[src/rtl/div_unit_pkg.sv]
// div_unit_pkg: state codes, handshake levels and execute op codes shared with the divider
package div_unit_pkg;
  typedef enum logic [1:0] {DIV_FREE = 2'b00, DIV_BYZERO = 2'b01, DIV_ON = 2'b10, DIV_END = 2'b11} div_state_t;
  localparam logic DIV_START = 1'b1;
  localparam logic DIV_STOP = 1'b0;
  localparam logic DIV_RESULT_READY = 1'b1;
  localparam logic DIV_RESULT_NOT_READY = 1'b0;
  localparam logic [7:0] EXE_DIV_OP = 8'b00011010;
  localparam logic [7:0] EXE_DIVU_OP = 8'b00011011;
endpackage

[src/rtl/div_unit.sv]
// div_unit: radix-2 restoring 32-bit DIV/DIVU; in clk rst signed_div_i opdata1_i opdata2_i start_i annul_i, out result_o {rem,quo} ready_o
module div_unit
  import div_unit_pkg::*;
(
  input  logic        clk,
  input  logic        rst,
  input  logic        signed_div_i,
  input  logic [31:0] opdata1_i,
  input  logic [31:0] opdata2_i,
  input  logic        start_i,
  input  logic        annul_i,
  output logic [63:0] result_o,
  output logic        ready_o
);
  div_state_t state;
  logic [5:0] cnt;
  logic [31:0] r, q, d, nr, nq, a1, a2;
  logic n1, n2;
  logic [32:0] t;
  always_comb begin
    t = {r, q[31]} - {1'b0, d};
    nr = t[32] ? {r[30:0], q[31]} : t[31:0];
    nq = {q[30:0], ~t[32]};
    a1 = (signed_div_i && opdata1_i[31]) ? -opdata1_i : opdata1_i;
    a2 = (signed_div_i && opdata2_i[31]) ? -opdata2_i : opdata2_i;
  end
  always_ff @(posedge clk) begin
    if (rst) begin
      state <= DIV_FREE;
      ready_o <= DIV_RESULT_NOT_READY;
      result_o <= '0;
      cnt <= '0;
      r <= '0;
      q <= '0;
      d <= '0;
      n1 <= 1'b0;
      n2 <= 1'b0;
    end else begin
      case (state)
        DIV_FREE: begin
          ready_o <= DIV_RESULT_NOT_READY;
          result_o <= '0;
          if (start_i == DIV_START && !annul_i) begin
            n1 <= signed_div_i & opdata1_i[31];
            n2 <= signed_div_i & opdata2_i[31];
            q <= a1;
            d <= a2;
            r <= '0;
            cnt <= '0;
            state <= (opdata2_i == '0) ? DIV_BYZERO : DIV_ON;
          end
        end
        DIV_BYZERO: begin
          state <= annul_i ? DIV_FREE : DIV_END;
          ready_o <= annul_i ? DIV_RESULT_NOT_READY : DIV_RESULT_READY;
        end
        DIV_ON: begin
          if (annul_i) begin
            state <= DIV_FREE;
          end else begin
            r <= nr;
            q <= nq;
            cnt <= cnt + 6'd1;
            if (cnt == 6'd31) begin
              result_o <= {n1 ? -nr : nr, (n1 ^ n2) ? -nq : nq};
              ready_o <= DIV_RESULT_READY;
              state <= DIV_END;
            end
          end
        end
        DIV_END: begin
          if (start_i == DIV_STOP) begin
            state <= DIV_FREE;
            ready_o <= DIV_RESULT_NOT_READY;
            result_o <= '0;
          end
        end
      endcase
    end
  end
endmodule

[config.mk]
export PLATFORM = sky130hd
export DESIGN_NAME = div_unit
export DESIGN_NICKNAME = d
export VERILOG_FILES = /design/src/rtl/div_unit_pkg.sv /design/src/rtl/div_unit.sv
export SDC_FILE = /design/constraint.sdc
export NUM_CORES = 1
export LEC_CHECK = 0
export CAP_MARGIN = 20
export CORE_MARGIN = 2
export CORE_UTILIZATION = 55
export CTS_BUF_LIST = sky130_fd_sc_hd__clkbuf_16
export DETAILED_ROUTE_END_ITERATION = 12
export DONT_BUFFER_PORTS = 1
export PLACE_DENSITY_LB_ADDON = 0.2
export SLEW_MARGIN = 20
export SYNTH_ARGS = -nofsm -noshare
export SYNTH_HDL_FRONTEND = slang
export SYNTH_SLANG_ARGS = --single-unit
[constraint.sdc]
create_clock -name clk -period 11.3 [get_ports clk]
set_input_delay 0.565 -clock clk [delete_from_list [all_inputs] [get_ports clk]]
set_output_delay 0.565 -clock clk [all_outputs]
set_load 0.01 [all_outputs]
==> flow_summary.yaml, run 1 <==
synthesis:
  ys.flop_type: "dfxtp_1"
  ys_warn_count: 0
  syn_nets: 1653
  ys_top_cells_by_area: "dfxtp_1 30%, nand2_1 7.5%, xor2_1 5.9%"
  syn_inst: 1542
  ys_ff_latch: 171
  synth_edf_count: 0
  synth_top_cell_by_area: "dfxtp_1"
  synth.avg_cell_area_sq_um: 7.36
  synth.top_cells.by_count: "228 x nand2_1, 177 x nor2_1, 171 x dfxtp_1"
  seq_area_frac_synth_pct: 30.2
  syn_area_sq_um: 11400
  async_flop_share_pct: 0
  yosys.cell_count.top_type: "nand2_1"
  ys_types: 75
  synth_top_area_share_pct: 30.2
cts:
  cts-resized-gates: 0
  ctsHoldBuffers: 0
  cts-root-buf: "clkbuf_16"
  postCtsSetupRepairBufs: 0
  cts_made_buffers: 17
  path_clk_slew_ns: 0.07
  clock_sinks: 171
  htreeDepth: 4
  cts_tree: "done"
  cts_max_path_buffers: 2
  clock_latency_ns: 0.44
power_and_ir_drop:
  leakage_uw: 0.00455
  cellPowerDensity_nw_per_um2: 192
  ir_drop_mv: 0.205
global_route:
  grt_use_total_pct: 29.9
  overflow: 0
  grt_max_degree: 139
  grt_pass1_vias: 9914
  grt_antenna_before_repair: 0
  grt_pass1_wl_um: 52400
detailed_routing:
  drt-total-wl_um: 33000
  final_antenna_net_count: 0
  first_iter_violations: 932
  wl_per_cell_um: 18.6
  drt-pass1-iter-count: 6
  via_per_inst: 6.14
  vias: 10900
  post-route-drc-count: 0
floorplan:
  die_area_sq_um: 21800
  io_pins: 134
  chipHeight_um: 148
  core_area_sq_um: 20200
  rows: 52
  start_util_pct: 56.1
  dieWidth_um: 148
placement:
  portBuffers: 0
  gp_congestion: 0.949
  postPlaceCellArea_sq_um: 11500
  hpwlAfterDp_um: 24700
timing:
  whs_ns: 0.218
  slew_headroom_pct: 32.7
  setup_viol: 0
  setup_tns_ns: 0
  fmax_mhz: 184
  fin_crit_sh_pct: 48.0
  min_period_ns: 5.42
  finClkSkew_ns: 0.0113
  drv_slew: 0
  final-hold-violation-count: 0
  rsz0062_at_grt: "no"
  worst_pin_slew_ns: 1.00
critical_path:
  path_cells: "inv_1, ha_1, inv_1, fa_1, a211oi_2, o21a_2, a21oi_2, o2111a_1, o21a_4, nor2_8, inv_2, buf_4, nand2_1, o21ai_0, inv_1, ha_1, o211ai_1, o41ai_1, xnor2_1, o21ai_1"
  critical_path.top_delay_family: "compound AO/OA/AOI/OAI gates"
  required_ns: 11.59
  slowest_stage: "nor2_8"
  worst-path-buf-inv: 5
  cp.arrival_ns: 5.72
  cp_max_fo: 55
  criticalPathCategory: "reg -> reg"
  cp-start-kind: "register"
  crit_path_end_kind: "register"
  slowest_delay_ns: 0.60
  critPathMostFrequentCell: "inv_1"
cells_and_area:
  nFillCells: 1866
  n_antenna_cell: 0
  final_area_sq_um: 12100
  area_growth_pct: 6.33
  finalNetCount: 1601
  drive_gt1_share_pct: 4.79
hold_path:
  hold_class: "in -> reg"
status:
  status: "finished, final reports clean"
job:
  cap_viol_max_count: 0
-- cell families after synthesis --
kind of cell / Yosys count / synth area share, %
adders and majority gates: 42 / 4.69
DFF: 171 / 30.2
buffers and inverters: 141 / 4.76
muxes: 16 / 1.45
AOI/OAI and AO/OA: 424 / 24.0
xor gates and xnor gates: 139 / 10.7
and+or+nand+nor: 609 / 24.2
-- worst register-to-register path: cells and delay by family (launching register included) --
| kind | cells | cell delay (ns) |
|---|---|---|
| adder cells (fa/ha/maj) | 3 | 0.79 |
| AND/OR/NAND/NOR | 2 | 0.69 |
| flip-flops | 1 | 0.34 |
| buffers and inverters | 5 | 0.92 |
| XOR/XNOR | 1 | 0.17 |
| AO/OA/AOI/OAI | 9 | 2.37 |
-- sequential cells by signal, indices dropped and copies added (netlist names) --
name and count:
result_o 64, q 32, r 32, d 32, cnt 6, ready_o 1, n2 1, n1 1
state 2
-- area by class of cell --
type	instances	area (sq um)	share of cell area [%]
Timing Repair Buffer	12	90.1	0.746
Clock buffer	17	425	3.52
Tap cell	270	338	2.80
Multi-Input combinational cell	1230	7400	61.3
Clock inverter	15	173	1.43
Inverter	58	218	1.80
Sequential cell	171	3420	28.4
-- metal layers --
metal,up-vias,part of all wire [%],track usage [%]
li1,5380,-,-
met2,385,44,45.7
met3,67,7.5,6.42
met5,-,0,0
met1,5053,46,41.7
met4,0,3.1,10.7
-- stage by stage --
| step | utilization [%] | instances | total power [uW] | worst slack [ns] |
|---|---|---|---|---|
| 2_1_floorplan | - | 1542 | 1470 | 6.94 |
| 5_1_grt | 59.7 | 1773 | 2460 | 5.50 |
| 4_1_cts | 59.7 | 1773 | 2300 | 5.96 |
| 6_report | 59.7 | 1773 | 2320 | 5.88 |
| 3_5_place_dp | 56.7 | 1741 | 1710 | 5.98 |
| 3_3_place_gp | 56.7 | 1741 | 1700 | 6.13 |
-- final timing paths --
kind                            start            to  slack, ns  depth (start not counted)
worst max-delay path            q[31]  result_o[58]       5.88                         20
worst min-delay path              rst         q[14]       0.22                          1
worst max register to register  q[31]  result_o[58]       5.88                         20
worst min register to register  d[31]         d[31]       0.46                          2
-- cell usage in the layout, fill, tap and decap left out, drive strengths merged, types with 7 or more instances in the layout --
cell / n
buf: 12
o31ai: 19
ha: 41
a211oi: 38
dfxtp: 171
o21ai: 107
mux2i: 12
o41ai: 7
o21a: 8
nor4: 20
xor2: 76
a22oi: 50
xnor2: 63
nand3: 50
a21oi: 96
a21o: 8
nor3: 47
or4: 8
inv: 66
or2: 7
a31oi: 45
or3: 12
nor2: 178
clkbuf: 17
nand2b: 13
and2: 9
and3: 7
nand2: 228
-- report_power, final --
group,switching (uW),internal (uW),total (uW)
Sequential,61.6,656,718
Combinational,683,317,1000
Clock,285,316,601
Total,1030,1290,2320
Power figures use the tool's default switching activity.
==> run 2, diff against run 1 <==
- clock period: 11.3 -> 4.8 ns (I/O delays scaled with it)
==> flow_summary.yaml, run 2 (synthesized netlist as in run 1, its figures left out) <==
global_route:
  use_met2_pct: 46.8
  grt_pass1_wl_um: 54000
  grt_use_total_pct: 30.8
  grt_antenna_before_repair: 0
  use_met3_pct: 5.77
  grt_util_met1_pct: 44.3
  overflow: 0
  grt_max_degree: 136
  grt.busiest_layer: "met2"
  grt_pass1_vias: 9991
placement:
  portBuffers: 0
  post-place-cells: 1747
  gp_congestion: 0.917
  hpwlAfterDp_um: 25300
cts:
  cts_tree: "done"
  clock_latency_ns: 0.44
  cts-root-buf: "clkbuf_16"
  cts_max_path_buffers: 2
  path_clk_slew_ns: 0.07
  cts_made_buffers: 17
  htreeDepth: 4
  clock_sinks: 171
power_and_ir_drop:
  ir_drop_mv: 0.462
  leakage_uw: 0.00463
  p_sw_uw: 2470
  power.share.sequential_pct: 30.5
  power_frac_comb_pct: 43.9
  cellPowerDensity_nw_per_um2: 453
  p_int_uw: 3070
  p_clk_share_pct: 25.6
  netSwitchingFraction_pct: 44.6
critical_path:
  required_ns: 5.11
  path_cells: "inv_1, ha_1, inv_1, fa_1, a211oi_2, o21a_2, a21oi_2, o2111a_1, nor3_2, nor2_8, inv_2, buf_4, ha_1, and3_1, nand2_1, nand2_1, o21ai_0, xor2_1, a22oi_1, nor2_1"
  slowest_delay_ns: 0.41
  startpoint: "q[31]"
  cp_max_fo: 19
  slowest_stage: "fa_1"
  cp.arrival_ns: 4.84
  cp-start-kind: "register"
  crit_path_end_kind: "register"
  criticalPathCategory: "reg -> reg"
  r2r_start: "q[31]"
  critical_path.top_delay_family: "compound AO/OA/AOI/OAI gates"
  worst-path-buf-inv: 4
timing:
  slew_headroom_pct: 31.3
  setup_viol: 0
  fin_crit_sh_pct: 94.4
  rsz0062_at_grt: "no"
  setup_tns_ns: 0
  min_period_ns: 4.53
  finClkSkew_ns: 0.0130
  drv_slew: 0
  fmax_mhz: 221
  worst_pin_slew_ns: 1.03
  final-hold-violation-count: 0
hold_path:
  min-delay-start: "opdata1_i[2]"
  hold_class: "in -> reg"
floorplan:
  start_util_pct: 56.1
  dieWidth_um: 148
  rows: 52
  core_area_sq_um: 20200
  chipHeight_um: 148
  io_pins: 134
  die_area_sq_um: 21800
detailed_routing:
  drt-total-wl_um: 33700
  final_antenna_net_count: 0
  post-route-drc-count: 0
  wl_per_cell_um: 18.8
  drt-pass1-iter-count: 6
  vias: 11000
  via_per_inst: 6.12
  first_iter_violations: 1078
cells_and_area:
  n_antenna_cell: 0
  fin_cells: 1790
  final_cell_mix: "228 x nand2_1, 173 x nor2_1, 171 x dfxtp_1"
  finalNetCount: 1618
  largest-register: "result_o"
  utilization_pct: 60.5
  drive_gt1_share_pct: 5.33
  area_growth_pct: 7.77
  largest_reg_flops: 64
  nFillCells: 1904
  final_common_cell: "nand2_1"
status:
  status: "finished, final reports clean"
job:
  cap_viol_max_count: 0
[run 2: cell types whose count changed in the layout (fill, tap and decap cells not counted)]
cell | before | now
dlygate4sd3_1 | 0 | 8
buf_16 | 0 | 1
clkinv_8 | 2 | 1
inv_8 | 3 | 5
clkinv_4 | 2 | 1
buf_4 | 12 | 20
inv_6 | 5 | 4
clkinvlp_4 | 2 | 3
[run 2: worst paths after layout]
check / slack [ns] / cells after the start / to
min: 0.01 / 3 / q[2]
min reg2reg: 0.46 / 2 / d[31]
max reg2reg: 0.27 / 20 / result_o[26]
max: 0.27 / 20 / result_o[26]
[run 2: cell type report]
| cell class | instances | area [sq um] | share of cell area (%) |
|---|---|---|---|
| well taps | 270 | 338 | 2.76 |
| multi-input cells | 1230 | 7400 | 60.5 |
| flip-flops and latches | 171 | 3420 | 28.0 |
| repair buffers | 29 | 258 | 2.11 |
| clock buffers | 17 | 425 | 3.48 |
| clock inverters | 15 | 169 | 1.38 |
| inverters | 58 | 218 | 1.78 |
[run 2: worst min-delay path, cell delays in order]
cell and delay [ns]:
xor2_1 0.04, nand2_1 0.06, a31oi_1 0.06
[run 2: metrics by stage]
| stage | setup slack (ns) | instance area, sq um | hold WS (ns) | power, uW |
|---|---|---|---|---|
| after global placement | 0.481 | 11500 | 0.322 | 4030 |
| after detailed placement | 0.357 | 11500 | 0.325 | 4050 |
| after CTS | 0.279 | 12200 | 0.00521 | 5490 |
| after global routing | 0.00342 | 12200 | 0.00655 | 5870 |
| final | 0.270 | 12200 | 0.0145 | 5540 |
| after floorplan | 0.443 | 11400 | 0.376 | 3460 |
[run 2: timing repair]
item | in CTS | in global routing
endpoints found under the setup margin | 0 | 4
hold buffers | 9 | 0
hold endpoints to repair | 135 | 0
setup buffers | 0 | 2
resized for setup | 0 | 0
[run 2: metal layers]
| metal | routed length, um | share of wire, % | vias up |
|---|---|---|---|
| li1 | - | - | 5418 |
| met1 | 15500 | 46 | 5031 |
| met2 | 14700 | 44 | 438 |
| met3 | 2520 | 7.5 | 67 |
| met4 | 973 | 2.9 | 0 |
| met5 | 0 | 0 | - |
[run 2: power groups by stage]
stage / combinational, uW / sequential [uW] / clock [uW]
detailed placement: 2330 / 1720 / 0
finish: 2430 / 1690 / 1420
floorplan: 1800 / 1660 / 0
CTS: 2380 / 1690 / 1430
global route: 2670 / 1700 / 1490
global placement: 2320 / 1710 / 0
